[src/rtl/alu_cmp_arbiter_pkg.sv]
// Shared types for the compare arbiter: compare opcodes, FSM states, ALU flag bundle.
package alu_cmp_arbiter_pkg;

  typedef enum logic [1:0] {
    CMP_EQ  = 2'd0,
    CMP_NE  = 2'd1,
    CMP_LT  = 2'd2,
    CMP_LTU = 2'd3
  } cmp_op_t;

  typedef enum logic [1:0] {
    IDLE  = 2'd0,
    ISSUE = 2'd1,
    WAIT  = 2'd2,
    RESP  = 2'd3
  } state_t;

  localparam int unsigned ALU_LAT_MAX = 4;
  localparam int unsigned CNT_W       = 2;

  typedef struct packed {
    logic msb;
    logic cout;
    logic zero;
    logic ovf;
  } alu_flags_t;

endpackage

[src/rtl/alu_cmp_arbiter_if.sv]
// Request/response and ALU-side signal bundle; slave = arbiter view, master = environment view.
interface alu_cmp_arbiter_if #(
  parameter int unsigned WIDTH = 32
);
  import alu_cmp_arbiter_pkg::*;

  logic             req0_valid;
  logic             req0_ready;
  logic [WIDTH-1:0] req0_a;
  logic [WIDTH-1:0] req0_b;
  cmp_op_t          req0_op;
  logic             req1_valid;
  logic             req1_ready;
  logic [WIDTH-1:0] req1_a;
  logic [WIDTH-1:0] req1_b;
  cmp_op_t          req1_op;

  logic             rsp0_valid;
  logic             rsp0_ready;
  logic             rsp0_true;
  logic             rsp1_valid;
  logic             rsp1_ready;
  logic             rsp1_true;

  logic [WIDTH-1:0] alu_a;
  logic [WIDTH-1:0] alu_b;
  logic             alu_sub;
  logic             alu_start;
  logic             alu_msb;
  logic             alu_cout;
  logic             alu_zero;
  logic             alu_ovf;

  modport slave (
    input  req0_valid, req0_a, req0_b, req0_op,
    input  req1_valid, req1_a, req1_b, req1_op,
    output req0_ready, req1_ready,
    output rsp0_valid, rsp0_true, rsp1_valid, rsp1_true,
    input  rsp0_ready, rsp1_ready,
    output alu_a, alu_b, alu_sub, alu_start,
    input  alu_msb, alu_cout, alu_zero, alu_ovf
  );

  modport master (
    output req0_valid, req0_a, req0_b, req0_op,
    output req1_valid, req1_a, req1_b, req1_op,
    input  req0_ready, req1_ready,
    input  rsp0_valid, rsp0_true, rsp1_valid, rsp1_true,
    output rsp0_ready, rsp1_ready,
    input  alu_a, alu_b, alu_sub, alu_start,
    output alu_msb, alu_cout, alu_zero, alu_ovf
  );

endinterface

[src/rtl/alu_cmp_arbiter_cmp_outcome.sv]
// cmp_outcome: turns subtract-mode ALU flags plus a compare opcode into a single outcome bit.
module alu_cmp_arbiter_cmp_outcome
  import alu_cmp_arbiter_pkg::*;
(
  input  alu_flags_t flags,
  input  cmp_op_t    op,
  output logic       outcome_c
);

  logic eql;
  logic slts;
  logic sltu;

  always_comb begin
    eql       = flags.zero;
    slts      = flags.ovf ^ flags.msb;
    sltu      = ~flags.cout;
    outcome_c = eql;
    case (op)
      CMP_EQ:  outcome_c = eql;
      CMP_NE:  outcome_c = ~eql;
      CMP_LT:  outcome_c = slts;
      CMP_LTU: outcome_c = sltu;
      default: outcome_c = eql;
    endcase
  end

endmodule

[src/rtl/alu_cmp_arbiter.sv]
// Shares one subtract-mode ALU between two compare requesters and returns a 1-bit outcome.
// Define CMP_RR_ARB_EN for round-robin arbitration; otherwise req0 has fixed priority.
module alu_cmp_arbiter
  import alu_cmp_arbiter_pkg::*;
#(
  parameter int unsigned WIDTH   = 32,
  parameter int unsigned ALU_LAT = 1
) (
  input  logic               clk,
  input  logic               rst_n,
  alu_cmp_arbiter_if.slave   bus,
  output logic               busy
);

  localparam int unsigned CNT_INIT = ALU_LAT - 1;

  if (ALU_LAT < 1 || ALU_LAT > ALU_LAT_MAX) begin : g_lat_chk
    $error("alu_cmp_arbiter: ALU_LAT out of range");
  end

  state_t           state;
  state_t           state_n;
  logic             any_valid_c;
  logic             grant_c;
  logic             win_c;
  logic [WIDTH-1:0] sel_a_c;
  logic [WIDTH-1:0] sel_b_c;
  cmp_op_t          sel_op_c;
  logic             winner;
  logic [WIDTH-1:0] a_q;
  logic [WIDTH-1:0] b_q;
  cmp_op_t          op_q;
  logic [CNT_W-1:0] cnt;
  logic             outcome_q;
  logic             outcome_c;
  logic             outcome_n;
  logic             rsp_taken_c;
  logic             drive_n;
  logic             start_n;
  logic             rsp_n;
  alu_flags_t       flags_c;

  // Grants only from IDLE, and never while reset is asserted.
  assign any_valid_c = bus.req0_valid | bus.req1_valid;
  assign grant_c     = rst_n & (state == IDLE) & any_valid_c;

`ifdef CMP_RR_ARB_EN
  logic ptr;

  // Pointer names the preferred requester; it moves to the loser after each grant.
  assign win_c = ptr ? bus.req1_valid : ~bus.req0_valid;

  always_ff @(posedge clk or negedge rst_n) begin
    if (!rst_n) begin
      ptr <= 1'b0;
    end else if (grant_c) begin
      ptr <= ~win_c;
    end
  end
`else
  assign win_c = ~bus.req0_valid;
`endif

  assign bus.req0_ready = grant_c & ~win_c;
  assign bus.req1_ready = grant_c & win_c;

  assign sel_a_c  = win_c ? bus.req1_a  : bus.req0_a;
  assign sel_b_c  = win_c ? bus.req1_b  : bus.req0_b;
  assign sel_op_c = win_c ? bus.req1_op : bus.req0_op;

  always_comb begin
    flags_c.msb  = bus.alu_msb;
    flags_c.cout = bus.alu_cout;
    flags_c.zero = bus.alu_zero;
    flags_c.ovf  = bus.alu_ovf;
  end

  alu_cmp_arbiter_cmp_outcome u_outcome (
    .flags     (flags_c),
    .op        (op_q),
    .outcome_c (outcome_c)
  );

  always_ff @(posedge clk or negedge rst_n) begin
    if (!rst_n) begin
      state <= IDLE;
    end else begin
      state <= state_n;
    end
  end

  // Next state plus the next values of the registered outputs.
  always_comb begin
    state_n     = state;
    rsp_taken_c = winner ? bus.rsp1_ready : bus.rsp0_ready;
    case (state)
      IDLE:    if (grant_c) state_n = ISSUE;
      ISSUE:   state_n = WAIT;
      WAIT:    if (cnt == '0) state_n = RESP;
      RESP:    if (rsp_taken_c) state_n = IDLE;
      default: state_n = IDLE;
    endcase
    drive_n   = (state_n == ISSUE) || (state_n == WAIT);
    start_n   = (state_n == ISSUE);
    rsp_n     = (state_n == RESP);
    outcome_n = (state == WAIT) ? outcome_c : outcome_q;
  end

  // Latched request, latency counter and outcome.
  always_ff @(posedge clk or negedge rst_n) begin
    if (!rst_n) begin
      winner    <= 1'b0;
      a_q       <= '0;
      b_q       <= '0;
      op_q      <= CMP_EQ;
      cnt       <= '0;
      outcome_q <= 1'b0;
    end else begin
      if (grant_c) begin
        winner <= win_c;
        a_q    <= sel_a_c;
        b_q    <= sel_b_c;
        op_q   <= sel_op_c;
      end
      if (state == ISSUE) begin
        cnt <= CNT_W'(CNT_INIT);
      end else if (state == WAIT && cnt != '0) begin
        cnt <= cnt - CNT_W'(1);
      end
      if (state == WAIT && cnt == '0) begin
        outcome_q <= outcome_c;
      end
    end
  end

  // Registered outputs; ALU operands are forced to zero outside ISSUE/WAIT.
  always_ff @(posedge clk or negedge rst_n) begin
    if (!rst_n) begin
      bus.alu_a      <= '0;
      bus.alu_b      <= '0;
      bus.alu_sub    <= 1'b0;
      bus.alu_start  <= 1'b0;
      bus.rsp0_valid <= 1'b0;
      bus.rsp1_valid <= 1'b0;
      bus.rsp0_true  <= 1'b0;
      bus.rsp1_true  <= 1'b0;
      busy           <= 1'b0;
    end else begin
      bus.alu_a      <= drive_n ? (grant_c ? sel_a_c : a_q) : '0;
      bus.alu_b      <= drive_n ? (grant_c ? sel_b_c : b_q) : '0;
      bus.alu_sub    <= drive_n;
      bus.alu_start  <= start_n;
      bus.rsp0_valid <= rsp_n & ~winner;
      bus.rsp1_valid <= rsp_n & winner;
      bus.rsp0_true  <= rsp_n & ~winner & outcome_n;
      bus.rsp1_true  <= rsp_n & winner & outcome_n;
      busy           <= (state_n != IDLE);
    end
  end

endmodule

[src/flat_wrapper.sv]
// flat-port wrapper written by rule: the top's interface ports become plain ports
module alu_cmp_arbiter_flat import alu_cmp_arbiter_pkg::*;
#(
  parameter int unsigned WIDTH   = 32,
  parameter int unsigned ALU_LAT = 1
)
  (clk, rst_n, busy, bus_req0_valid, bus_req0_a, bus_req0_b, bus_req0_op, bus_req1_valid, bus_req1_a, bus_req1_b, bus_req1_op, bus_req0_ready, bus_req1_ready, bus_rsp0_valid, bus_rsp0_true, bus_rsp1_valid, bus_rsp1_true, bus_rsp0_ready, bus_rsp1_ready, bus_alu_a, bus_alu_b, bus_alu_sub, bus_alu_start, bus_alu_msb, bus_alu_cout, bus_alu_zero, bus_alu_ovf);
  alu_cmp_arbiter_if #(.WIDTH(WIDTH)) bus_i ();
  input  logic clk;
  input  logic rst_n;
  output logic busy;
  input wire logic [$bits(bus_i.req0_valid)-1:0] bus_req0_valid;
  input wire logic [$bits(bus_i.req0_a)-1:0] bus_req0_a;
  input wire logic [$bits(bus_i.req0_b)-1:0] bus_req0_b;
  input wire logic [$bits(bus_i.req0_op)-1:0] bus_req0_op;
  input wire logic [$bits(bus_i.req1_valid)-1:0] bus_req1_valid;
  input wire logic [$bits(bus_i.req1_a)-1:0] bus_req1_a;
  input wire logic [$bits(bus_i.req1_b)-1:0] bus_req1_b;
  input wire logic [$bits(bus_i.req1_op)-1:0] bus_req1_op;
  output wire logic [$bits(bus_i.req0_ready)-1:0] bus_req0_ready;
  output wire logic [$bits(bus_i.req1_ready)-1:0] bus_req1_ready;
  output wire logic [$bits(bus_i.rsp0_valid)-1:0] bus_rsp0_valid;
  output wire logic [$bits(bus_i.rsp0_true)-1:0] bus_rsp0_true;
  output wire logic [$bits(bus_i.rsp1_valid)-1:0] bus_rsp1_valid;
  output wire logic [$bits(bus_i.rsp1_true)-1:0] bus_rsp1_true;
  input wire logic [$bits(bus_i.rsp0_ready)-1:0] bus_rsp0_ready;
  input wire logic [$bits(bus_i.rsp1_ready)-1:0] bus_rsp1_ready;
  output wire logic [$bits(bus_i.alu_a)-1:0] bus_alu_a;
  output wire logic [$bits(bus_i.alu_b)-1:0] bus_alu_b;
  output wire logic [$bits(bus_i.alu_sub)-1:0] bus_alu_sub;
  output wire logic [$bits(bus_i.alu_start)-1:0] bus_alu_start;
  input wire logic [$bits(bus_i.alu_msb)-1:0] bus_alu_msb;
  input wire logic [$bits(bus_i.alu_cout)-1:0] bus_alu_cout;
  input wire logic [$bits(bus_i.alu_zero)-1:0] bus_alu_zero;
  input wire logic [$bits(bus_i.alu_ovf)-1:0] bus_alu_ovf;
  assign bus_i.req0_valid = bus_req0_valid;
  assign bus_i.req0_a = bus_req0_a;
  assign bus_i.req0_b = bus_req0_b;
  assign bus_i.req0_op = bus_req0_op;
  assign bus_i.req1_valid = bus_req1_valid;
  assign bus_i.req1_a = bus_req1_a;
  assign bus_i.req1_b = bus_req1_b;
  assign bus_i.req1_op = bus_req1_op;
  assign bus_req0_ready = bus_i.req0_ready;
  assign bus_req1_ready = bus_i.req1_ready;
  assign bus_rsp0_valid = bus_i.rsp0_valid;
  assign bus_rsp0_true = bus_i.rsp0_true;
  assign bus_rsp1_valid = bus_i.rsp1_valid;
  assign bus_rsp1_true = bus_i.rsp1_true;
  assign bus_i.rsp0_ready = bus_rsp0_ready;
  assign bus_i.rsp1_ready = bus_rsp1_ready;
  assign bus_alu_a = bus_i.alu_a;
  assign bus_alu_b = bus_i.alu_b;
  assign bus_alu_sub = bus_i.alu_sub;
  assign bus_alu_start = bus_i.alu_start;
  assign bus_i.alu_msb = bus_alu_msb;
  assign bus_i.alu_cout = bus_alu_cout;
  assign bus_i.alu_zero = bus_alu_zero;
  assign bus_i.alu_ovf = bus_alu_ovf;
  alu_cmp_arbiter #(.WIDTH(WIDTH), .ALU_LAT(ALU_LAT)) u_core (.clk(clk), .rst_n(rst_n), .bus(bus_i), .busy(busy));
endmodule
[config.mk]
export PLATFORM = sky130hd
export DESIGN_NAME = alu_cmp_arbiter_flat
export DESIGN_NICKNAME = d
export VERILOG_FILES = /design/src/rtl/alu_cmp_arbiter_pkg.sv /design/src/rtl/alu_cmp_arbiter_if.sv /design/src/rtl/alu_cmp_arbiter_cmp_outcome.sv /design/src/rtl/alu_cmp_arbiter.sv /design/src/flat_wrapper.sv
export SDC_FILE = /design/constraint.sdc
export NUM_CORES = 1
export LEC_CHECK = 0
export BUFFER_PORTS_ARGS = -buffer_cell sky130_fd_sc_hd__buf_2
export CAP_MARGIN = 40
export CORE_MARGIN = 4
export CORE_UTILIZATION = 35
export CTS_CLUSTER_DIAMETER = 60
export DETAILED_ROUTE_END_ITERATION = 8
export PLACE_DENSITY = 0.64
export SETUP_SLACK_MARGIN = 0.05
export SLEW_MARGIN = 20
export SYNTH_ARGS = -nofsm -noshare
export SYNTH_HDL_FRONTEND = slang
export SYNTH_SLANG_ARGS = --single-unit
export TNS_END_PERCENT = 5
[constraint.sdc]
create_clock -name clk -period 6.7 [get_ports clk]
set_input_delay 1.34 -clock clk [delete_from_list [all_inputs] [get_ports clk]]
set_output_delay 1.34 -clock clk [all_outputs]
set_load 0.05 [all_outputs]
; ---- Word level (Yosys, flattened, before mapping)
; Cells that the tools add are included.
[op_classes]
reduce_logical = 9
multipliers = 0
eq_ne = 9
add_sub_neg = 1
order_cmp = 0
shift = 0
n_bitwise = 14
div_mod_pow = 0
n_mux = 16
[op_table]
columns = operator, count
row1 = two-way mux 32 bit, 6
row2 = == test 2 bit (second input constant), 6
row3 = two-way mux 2 bit, 6
row4 = bitwise AND 1 bit, 8
row5 = one-hot mux 2 bit (4 select lines), 1
row6 = == test 2 x 1 -> 1 bit (second input constant), 3
row7 = zero test 2 bit, 3
row8 = nonzero test 2 bit, 3
row9 = NOT 1 bit, 4
row10 = one-hot mux 1 bit (4 select lines), 1
row11 = logical AND 1 bit, 2
row12 = two-way mux 1 bit, 2
row13 = subtractor 2 x 1 -> 2 bit (second input constant), 1
row14 = logical OR 1 bit, 1
row15 = OR 1 bit, 1
row16 = bitwise XOR 1 bit, 1
[word_totals]
elab_cells = 65
memories = 0
ff_bits = 143
ramBits = 0
inputBits = 142
latchBits = 0
romBits = 0

; ---- Depth between registers and ports, before layout
; Gate-level depths: netlist (run 1).
[depth]
depth_word = 8
depth_mapped = 10

; ---- By module
; From an unflattened synthesis (run 1), not the netlist that was laid out.
[unflattened]
cells_unflattened = 498
area_unflattened_um2 = 6416.2
[modules_own_cells]
columns = mod, cells_each, seq_area_each_um2, instances, area_per_inst_um2
row1 = alu_cmp_arbiter, 493, 3578.4, 1, 6377.4
row2 = alu_cmp_arbiter_cmp_outcome, 5, 0.0, 1, 38.8

; ---- Least setup slack after synthesis (run 1)
; Ideal clock, no wire load.
[synth_timing]
path_type = input -> output
from = input bus_req0_valid
to = output bus_req1_ready
path_stages = 6
path_slack_ns = 2.480
t_arrival_ns = 2.880
t_required_ns = 5.360
cell_sequence = buf_2 > or2_2 > buf_2 > buf_1 > nand2_1 > nor2_1
[synth_via]
elab_chain_len = 3
word_cells_on_any_way = 4
[synth_rtl]
columns = item, line
row1 = "start, declared", flat_wrapper.sv:12  ; input wire logic [$bits(bus_i.req0_valid)-1:0] bus_req0_valid;
row2 = OR 1 bit, alu_cmp_arbiter.sv:44  ; assign any_valid_c = bus.req0_valid | bus.req1_valid;
row3 = bitwise AND 1 bit, alu_cmp_arbiter.sv:45  ; assign grant_c = rst_n & (state == IDLE) & any_valid_c;
row4 = bitwise AND 1 bit (*), alu_cmp_arbiter.sv:65  ; assign bus.req1_ready = grant_c & win_c;
row5 = "end, declared", flat_wrapper.sv:21  ; output wire logic [$bits(bus_i.req1_ready)-1:0] bus_req1_ready;
; Every way passes the cells marked *; elsewhere a longest branch is shown, timed or not.

; ---- Worst setup path in the final report (run 1)
[layout_timing]
from = input rst_n
to = output bus_req1_ready
[layout_via]
elab_chain_len = 3
[layout_rtl]
columns = item, line
row1 = "start, declared", flat_wrapper.sv:10  ; input logic rst_n;
row2 = bitwise AND 1 bit (2 in series), alu_cmp_arbiter.sv:45
row3 = bitwise AND 1 bit, alu_cmp_arbiter.sv:65
; Every way passes these cells.

==> summary.md, run 1 <==
| Metric | Value |
|---|---|
| Crit path depth | 6 |
| Flops & latches, synth | around 140 |
| Worst r2r src | u_core.state[0] |
| Worst hold path type | flop to flop |
| F_max | 224 MHz |
| WL/cell | 15.9 µm |
| Syn_area_per_cell | 12.5 µm² |
| Flop pwr share | 32.1% |
| Post_cts resized | 0 |
| Synth area leader | dfrtp_1 |
| CP max FO | 76 |
| Area share of the largest cell type after synthesis | between 50% and 60% |
| Critical Path End | bus_req1_ready |
| Nets | 909 |
| Net switching power figure | 0.00183 W |
| CTS root buf | clkbuf_16 |
| Logic gate share of total power | a little under half |
| Commonest register cell after synthesis | dfrtp_1 |
| Buf+Inv Stages, Crit Path | 3 |
| Most frequent cells after synthesis | 143 x dfrtp_1, 68 x a21oi_1, 67 x nor2_1, 67 x nor2b_1, 67 x nor3b_1 |
| Cell count after synthesis | 568 |
| Total CTS buffers | 17 |
| Hold Vio Cnt, Final | 0 |
| R2r setup slk | 3.94 ns |
| Die X | 150 µm |
| CP delay by family, top | buffers and inverters |
| # Max-Cap Violations | 0 |
| Filler Cell Count | 1855 |
| Synth warn | 0 |
| Die H | 150 µm |
| Slowest CP cell | buf_6 |
| Worst hold margin | 0.491 ns |
| Routed Wire Length | 16600 µm |
| P_leak | 3.72 nW |
| Register area share after synthesis | 50.6% |
| Pwr Total | 0.00437 W |
| Clock power frac | roughly 22% |
| Placer Congestion | 0.715 |
| Drc violations | 0 |
| CP Cell Sequence | buf_6 > nor3b_2 > buf_4 > nand2_1 > nor2_1 > buf_2 |
| Maximum clock path buffer count | 2 |
| Largest net degree at the start of global routing | 77 |
| Count leader, synth | dfrtp_1 |
| Vias in the first global route | 5074 |
| CORE AREA | 19700 µm² |
| Worst-margin pin slew | approximately 0.78 ns |
| WP data arrival | 3.13 ns |
| Vias per cell | 4.85 |
| Top post-synthesis cells by area | dfrtp_1 51%, a2111oi_4 15%, nor3b_1 7.1% |
| Final slew viol count | 0 |
| Int Power | 0.00254 W |
| Critical Path Max Stage Delay | 0.49 ns |
| Total setup buffers inserted after CTS | 0 |
| Reg clk slew, reported paths | 0.06 ns |
| Detailed Route Iter0 Violations | 138 |
| Worst EP required | about 5.4 ns |
| Period minus WS final | 4.47 ns |
| Clock Latency Late Sink | approximately 0.4 ns |
| Setup_tns | 0 ns |
| Final setup vio count | 0 |
| Placed instance area | around 8400 µm² |
| Mapped cell area | 7070 µm² |
| Worst Setup SP | rst_n |
| Die area | between 20000 and 25000 µm² |
| Cell area after layout | 9060 µm² |
| Number of enable flip-flop cells after synthesis | 0 |
| CP startpoint kind | input pin |
| Syn_nets | 714 |
| Std cell rows | 51 |
| Status | finished clean |
| GRT Resource Usage Total | between 10% and 20% |
| Fin crit share | 66.7% |
| Setup CP Type | input pin to output port |
| GR Overflow Total | 0 |
| Number of diodes | 0 |
| Maximum VDD drop | 0.209 mV |
| Sw frac | a little over two fifths |
| Vias after detailed routing | 5046 |
| R2r endpoint | u_core.bus.alu_b[17] |
| Hold buffers post-CTS | 0 |
| Slew HR | 48.2% |
| Global-route wire length before repair | ~27000 µm |
| Max Clock Skew | 0.00843 ns |
| RSZ-0062 raised after global routing | false |
| Clock sinks | 143 |
| Layout cells sized above 1 | 42.2% |
| Initial antenna violation count | 0 |
| R2R depth | 7 |
| P&R area growth vs syn | 28.1% |
| DP HPWL | 11700 µm |
| Drt first pass iters | 4 |
| Final Util | 46.1% |
| Buffers on Ports | 214 |
| Top-level port count | 215 |
| Starting Density | around 36% |
| Async set-reset flop share out of synthesis | 100% |
| Power Dens Cells | between 400 and 500 nW/µm² |
| Antenna Nets Post-Route | 0 |
| Synth unique cells | 29 |
| Worst Setup End Kind | output port |
| CTS H-tree depth | 4 |
| CTS tree | yes |
[worst register-to-register path: stages, from the launching register on]
cell and delay, ns:
dfrtp_1 0.50, nor3b_2 0.24, buf_4 0.36, nand2_1 0.21
o21ai_0 0.22, ha_2 0.67, buf_16 0.25, nor3b_1 0.23
[routing by layer]
metal  routed length, µm  share of wire [%]  track usage, %  up-vias
met4                 182                1.1            4.35        0
met3                1280                7.7            4.58       17
met5                   0                  0               0        -
met1                7440                 45            20.4     2452
li1                    -                  -               -     2431
met2                7660                 46            23.5      146
[placed cells by master, fill, tap and decap left out, drive strengths merged, types with 2 or more instances in the layout]
cell	synthesis	final
a2111oi	64	64
a21oi	68	68
a31oi	2	2
and2	2	2
buf	28	228
bufinv	0	3
clkbuf	24	19
clkinv	0	6
dfrtp	143	143
ha	4	4
inv	4	6
mux2i	4	4
nand2	3	3
nor2	68	68
nor2b	67	67
nor3b	67	67
o21a	3	3
o21ai	11	11
[power by group through the flow]
stage	combinational [W]	sequential [W]	clock [W]
2_1_floorplan	0.000903	0.00201	0
3_3_place_gp	0.00193	0.00142	0
3_5_place_dp	0.00203	0.00142	0
4_1_cts	0.00203	0.00141	0.000985
5_1_grt	0.00219	0.00144	0.00103
6_report	0.00200	0.00140	0.000963
[cell families after synthesis]
logic type / share of synthesized area, %
AOI/OAI and AO/OA: 26.6
buffers and inverters: 4.01
and+or+nand+nor: 17.4
adders and majority gates: 0.707
xor gates and xnor gates: 0.124
DFF: 50.6
muxes: 0.566
[sequential cells by signal (all words and copies together), names as in the netlist, 2 cells and up]
register	flops
u_core.state	2
u_core.op_q	2
u_core.b_q	32
u_core.cnt	2
u_core.bus.alu_a	32
u_core.a_q	32
u_core.bus.alu_b	32
[cell type report]
type                       instances  area [µm²]  share of cell area [%]
inverter                           4        15.0                   0.166
sequential                       143        3580                    39.5
clock inverter                    12         160                    1.77
tap                              265         332                    3.66
clock buffer                      19         443                    4.89
timing repair buffer             228        1310                    14.4
multi-input combinational        369        3220                    35.6
[metrics by stage]
| stage | std cells | setup WS [ns] |
|---|---|---|
| floorplan | 568 | 2.48 |
| global placement | 1003 | 2.20 |
| detailed placement | 1008 | 2.18 |
| CTS | 1039 | 2.16 |
| global route | 1040 | 1.97 |
| finish | 1040 | 2.23 |
[worst min-delay path by stage]
stage	startpoint	end	slack, ns	cells after the start
5_1_grt	u_core.b_q[20]	u_core.b_q[20]	0.51	2
3_5_place_dp	u_core.b_q[9]	u_core.b_q[9]	0.48	2
3_3_place_gp	u_core.b_q[19]	u_core.b_q[19]	0.47	2
2_1_floorplan	u_core.a_q[23]	u_core.a_q[23]	0.46	2
6_report	u_core.b_q[14]	u_core.b_q[14]	0.49	2
4_1_cts	u_core.a_q[13]	u_core.a_q[13]	0.50	2
No activity file was read; power rests on OpenSTA's default activity.
==> inputs of run 2 (changes only) <==
Clock period 6.7 ns to 4.5 ns, I/O delays scaled along.
==> run 2 against run 1 <==
First-iteration DRC count is 32% higher. Die area unchanged. Non-clock buffer count down 3. Via count decreased by 1.4%. Core utilization decreased by 0.13 points. Register-to-register slack got worse by 1.9 ns.
==> summary.md, run 2 (same netlist as run 1, synthesis figures left out) <==
| Metric | Value |
|---|---|
| Worst r2r src | u_core.cnt[0] |
| Initial antenna violation count | 0 |
| Top-level port count | 215 |
| Worst Setup End Kind | output port |
| Vias after detailed routing | 4973 |
| Hold Vio Cnt, Final | 0 |
| Antenna Nets Post-Route | 0 |
| Number of diodes | 0 |
| CTS tree | yes |
| Maximum VDD drop | 0.318 mV |
| Worst Setup SP | bus_req0_valid |
| Power Dens Cells | 724 nW/µm² |
| CORE AREA | 19700 µm² |
| Slew HR | 47.2% |
| F_max | 343 MHz |
| GR Overflow Total | 0 |
| Final setup vio count | 0 |
| Pwr Total | roughly 0.0065 W |
| Total setup buffers inserted after CTS | 0 |
| Worst-margin pin slew | ~0.8 ns |
| Clock sinks | about 140 |
| Setup_tns | 0 ns |
| Setup CP Type | input pin to output port |
| Maximum clock path buffer count | 2 |
| Worst EP required | 3.60 ns |
| Die area | 22600 µm² |
| Placed instance area | 8380 µm² |
| Clock Latency Late Sink | ~0.41 ns |
| WL/cell | approximately 16 µm |
| Vias in the first global route | ~5100 |
| Nets | slightly above 900 |
| Worst hold path type | input pin to async pin |
| Hold buffers post-CTS | 0 |
| Max Clock Skew | 0.00729 ns |
| Starting Density | between 30 and 40% |
| Most frequent cells in the layout | 212 x buf_2, 143 x dfrtp_1, 68 x a21oi_1 |
| Worst hold margin | 0.313 ns |
| RSZ-0062 raised after global routing | false |
| # Max-Cap Violations | 0 |
| Layout Cells excl Fill | about 1000 |
| R2r endpoint | u_core.bus.alu_a[30] |
| P&R area growth vs syn | 27.7% |
| DP HPWL | 11200 µm |
| P_leak | 3.71 nW |
| Status | finished clean |
| Buffers on Ports | 214 |
| WP data arrival | 2.02 ns |
| Vias per cell | 4.80 |
| R2R depth | 7 |
| Critical Path End | bus_req1_ready |
| Period minus WS final | 2.92 ns |
| GRT Resource Usage Total | 15.4% |
| Drt first pass iters | 6 |
| Detailed Route Iter0 Violations | 182 |
| CTS H-tree depth | 4 |
| CTS root buf | clkbuf_16 |
| Die H | 150 µm |
| CP startpoint kind | input pin |
| Post_cts resized | 0 |
| Cell area after layout | 9030 µm² |
| Std cell rows | 51 |
| Placer Congestion | 0.741 |
| Routed Wire Length | about 17000 µm |
| Fin crit share | 64.9% |
| Drc violations | 0 |
| Most common cell after layout, fill and taps aside | buf_2 |
| DP Cell Count | 1005 |
| Layout cells sized above 1 | about two fifths |
| Final slew viol count | 0 |
| Global-route wire length before repair | 27300 µm |
| Largest net degree at the start of global routing | 97 |
| R2r setup slk | 2.03 ns |
| Reg clk slew, reported paths | about 0.060 ns |
| Total CTS buffers | 17 |
| CP max FO | 39 |
| Die X | about 150 µm |
==> run 2: cell count changes in the layout (fill, tap and decap cells not counted) <==
cell       delta
clkbuf_8      +2
buf_4         -3
bufinv_16     +1
clkbuf_1      +1
buf_16        -4
buf_12        +4
clkinv_4      -4
==> run 2: how the worst min path moves through the flow <==
stage                   start               endpoint  slack [ns]
6_report                rst_n  u_core.bus.rsp0_valid        0.31
4_1_cts                 rst_n  u_core.bus.rsp0_valid        0.29
3_5_place_dp    u_core.b_q[4]          u_core.b_q[4]        0.48
3_3_place_gp   u_core.b_q[18]         u_core.b_q[18]        0.47
2_1_floorplan  u_core.a_q[23]         u_core.a_q[23]        0.46
5_1_grt                 rst_n  u_core.bus.rsp0_valid        0.29
==> run 2: area by class of cell <==
| class | instances | area (µm²) |
|---|---|---|
| flip-flops and latches | 143 | 3580 |
| well taps | 265 | 332 |
| multi-input cells | 369 | 3220 |
| repair buffers | 225 | 1260 |
| inverters | 4 | 15.0 |
| clock buffers | 22 | 474 |
| fillers | 1841 | 10600 |
| clock inverters | 9 | 155 |
==> run 2: report_power, final <==
part	total (W)	internal (W)	switching, W
Combinational	0.00295	0.000970	0.00198
Sequential	0.00209	0.00190	0.000191
Clock	0.00150	0.000972	0.000532
Total	0.00654	0.00384	0.00270
==> run 2: worst max-delay path: stages <==
cell and delay [ns]:
buf_6 0.34, or2_2 0.21, nand2_1 0.12, nor2_1 0.13, buf_2 0.28
==> run 2: metal layers <==
metal	wire (µm)	GRT usage (%)	vias to the layer above
met1	8100	22.1	2380
met5	0	0	-
met3	1080	3.76	19
met2	7550	23.0	152
li1	-	-	2422
met4	303	5.03	0
==> run 2: metrics by stage <==
stage | utilization (%) | worst slack [ns]
6_report | 46.0 | 1.58
3_5_place_dp | 42.6 | 1.26
4_1_cts | 45.8 | 1.58
3_3_place_gp | 42.5 | 1.34
2_1_floorplan | - | 1.16
5_1_grt | 46.0 | 1.50
==> inputs of run 3 (changes only) <==
Clock period 4.5 ns to 3.1 ns, I/O delays scaled along.
==> run 3 against run 2 <==
Worst setup slack got worse by 1.2 ns. Sequential power rose by 45%. Hold slack better by 0.17 ns. Largest power group unchanged. Cell count is 0.48% higher. Critical path depth grew 2. Sequential share of layout area is 0.099 points higher. Routed wire length shrank 1.2%. Power grew 41%. Count of clock-buffer cells in the layout rose by 2. Register-to-register slack lost 1.2 ns.
==> summary.md, run 3 (same netlist as run 1, synthesis figures left out) <==
| Metric | Value |
|---|---|
| Hold Vio Cnt, Final | 0 |
| Multi-input gate area | between 3000 and 4000 µm² |
| Post_cts resized | 0 |
| Most common cell after layout, fill and taps aside | buf_2 |
| Placer Congestion | 0.765 |
| Buffers on Ports | 214 |
| Detailed Route Iter0 Violations | 184 |
| GR Overflow Total | 0 |
| Most frequent cells in the layout | 212 x buf_2, 143 x dfrtp_1, 68 x a21oi_1 |
| Setup CP Type | input pin to output port |
| Reg clk slew, reported paths | 0.06 ns |
| F_max | 366 MHz |
| CTS root buf | clkbuf_16 |
| Status | finished clean |
| DP HPWL | 11500 µm |
| Starting Density | 36.0% |
| Die area | approximately 23000 µm² |
| Number of diodes | 0 |
| Clock sinks | approximately 140 |
| Total setup buffers inserted after CTS | 0 |
| RSZ-0062 raised after global routing | false |
| Power Dens Cells | 1020 nW/µm² |
| Hold buffers post-CTS | 1 |
| Setup ws final | between 0.3 and 0.4 ns |
| Worst-margin pin slew | 0.765 ns |
| Vias after detailed routing | 5004 |
| Vias in the first global route | 5197 |
| Layout cells sized above 1 | 41.8% |
| CTS H-tree depth | 4 |
| Fin crit share | 88.2% |
| Final slew viol count | 0 |
| Worst hold margin | 0.481 ns |
| Std cell rows | 51 |
| Worst Setup End Kind | output port |
| Die X | 150 µm |
| Worst slack at placement | ~0.53 ns |
| GRT Resource Usage Total | 15.3% |
| P_leak | between 3 and 4 nW |
| CP max FO | 4 |
| WP data arrival | 2.11 ns |
| Worst EP required | 2.48 ns |
| Maximum VDD drop | 0.428 mV |
| Setup_tns | 0 ns |
| Global-route wire length before repair | 27100 µm |
| Maximum clock path buffer count | 2 |
| CORE AREA | 19700 µm² |
| Final Util | between 40% and 50% |
| CTS tree | yes |
| Initial antenna violation count | 0 |
| Top-level port count | 215 |
| Reg area | 3580 µm² |
| Antenna Nets Post-Route | 0 |
| WL/cell | ~16 µm |
| P&R area growth vs syn | 27.4% |
| Drc violations | 0 |
| Clock Latency Late Sink | 0.41 ns |
| Layout Cells excl Fill | 1042 |
| CP startpoint kind | input pin |
| Worst hold path type | input pin to flop |
| Max Clock Skew | 0.00474 ns |
| Final setup vio count | 0 |
| Die H | about 150 µm |
| Slew HR | 49.0% |
| DP Cell Count | between 1000 and 1500 |
| # Max-Cap Violations | 0 |
| Largest net degree at the start of global routing | 68 |
| Vias per cell | 4.80 |
| Drt first pass iters | 4 |
| Period minus WS final | ~2.7 ns |
| Total CTS buffers | 17 |
| Nets | 912 |
| Routed Wire Length | 16800 µm |
| Filler Cell Count | 1859 |
-- run 3: per-stage QoR --
| stage | area, µm² | total power (W) |
|---|---|---|
| after detailed placement | 8410 | 0.00743 |
| final | 9010 | 0.00922 |
| after global placement | 8390 | 0.00734 |
| after global routing | 9010 | 0.00986 |
| after floorplan | 7070 | 0.00629 |
| after CTS | 8960 | 0.00936 |
-- run 3: routing by layer --
layer	part of all wire, %	vias to the layer above	track usage [%]
li1	-	2436	-
met1	45	2416	20.5
met2	48	138	25.0
met3	6.1	14	3.46
met4	1.2	0	4.67
met5	0	-	0
-- run 3: power breakdown --
| part | total, W | switching [W] | internal (W) |
|---|---|---|---|
| logic | 0.00429 | 0.00287 | 0.00142 |
| clock network | 0.00189 | 0.000732 | 0.00115 |
| registers | 0.00304 | 0.000282 | 0.00276 |
-- run 3: worst paths after layout --
check | startpoint | endpoint | slack, ns | cells after the start
min reg2reg | u_core.b_q[9] | u_core.b_q[9] | 0.49 | 2
min in group asynchronous | rst_n | u_core.state[1] | 0.57 | 2
max reg2reg | u_core.cnt[0] | u_core.bus.alu_b[4] | 0.81 | 7
min | bus_req0_b[14] | u_core.b_q[14] | 0.48 | 3
max | rst_n | bus_req1_ready | 0.37 | 7
max in group asynchronous | rst_n | u_core.a_q[10] | 1.24 | 5
-- run 3: final cells by class --
type | instances | area share, %
well taps | 265 | 3.68
repair buffers | 231 | 14.7
multi-input cells | 369 | 35.8
clock inverters | 6 | 0.666
clock buffers | 24 | 5.34
flip-flops and latches | 143 | 39.7
inverters | 4 | 0.167
-- run 3: critical path: stages --
cell	delay, ns
dlygate4sd3_1	0.56
buf_6	0.12
nor3b_2	0.21
nand2_1	0.10
buf_4	0.16
nor2_1	0.07
buf_2	0.26
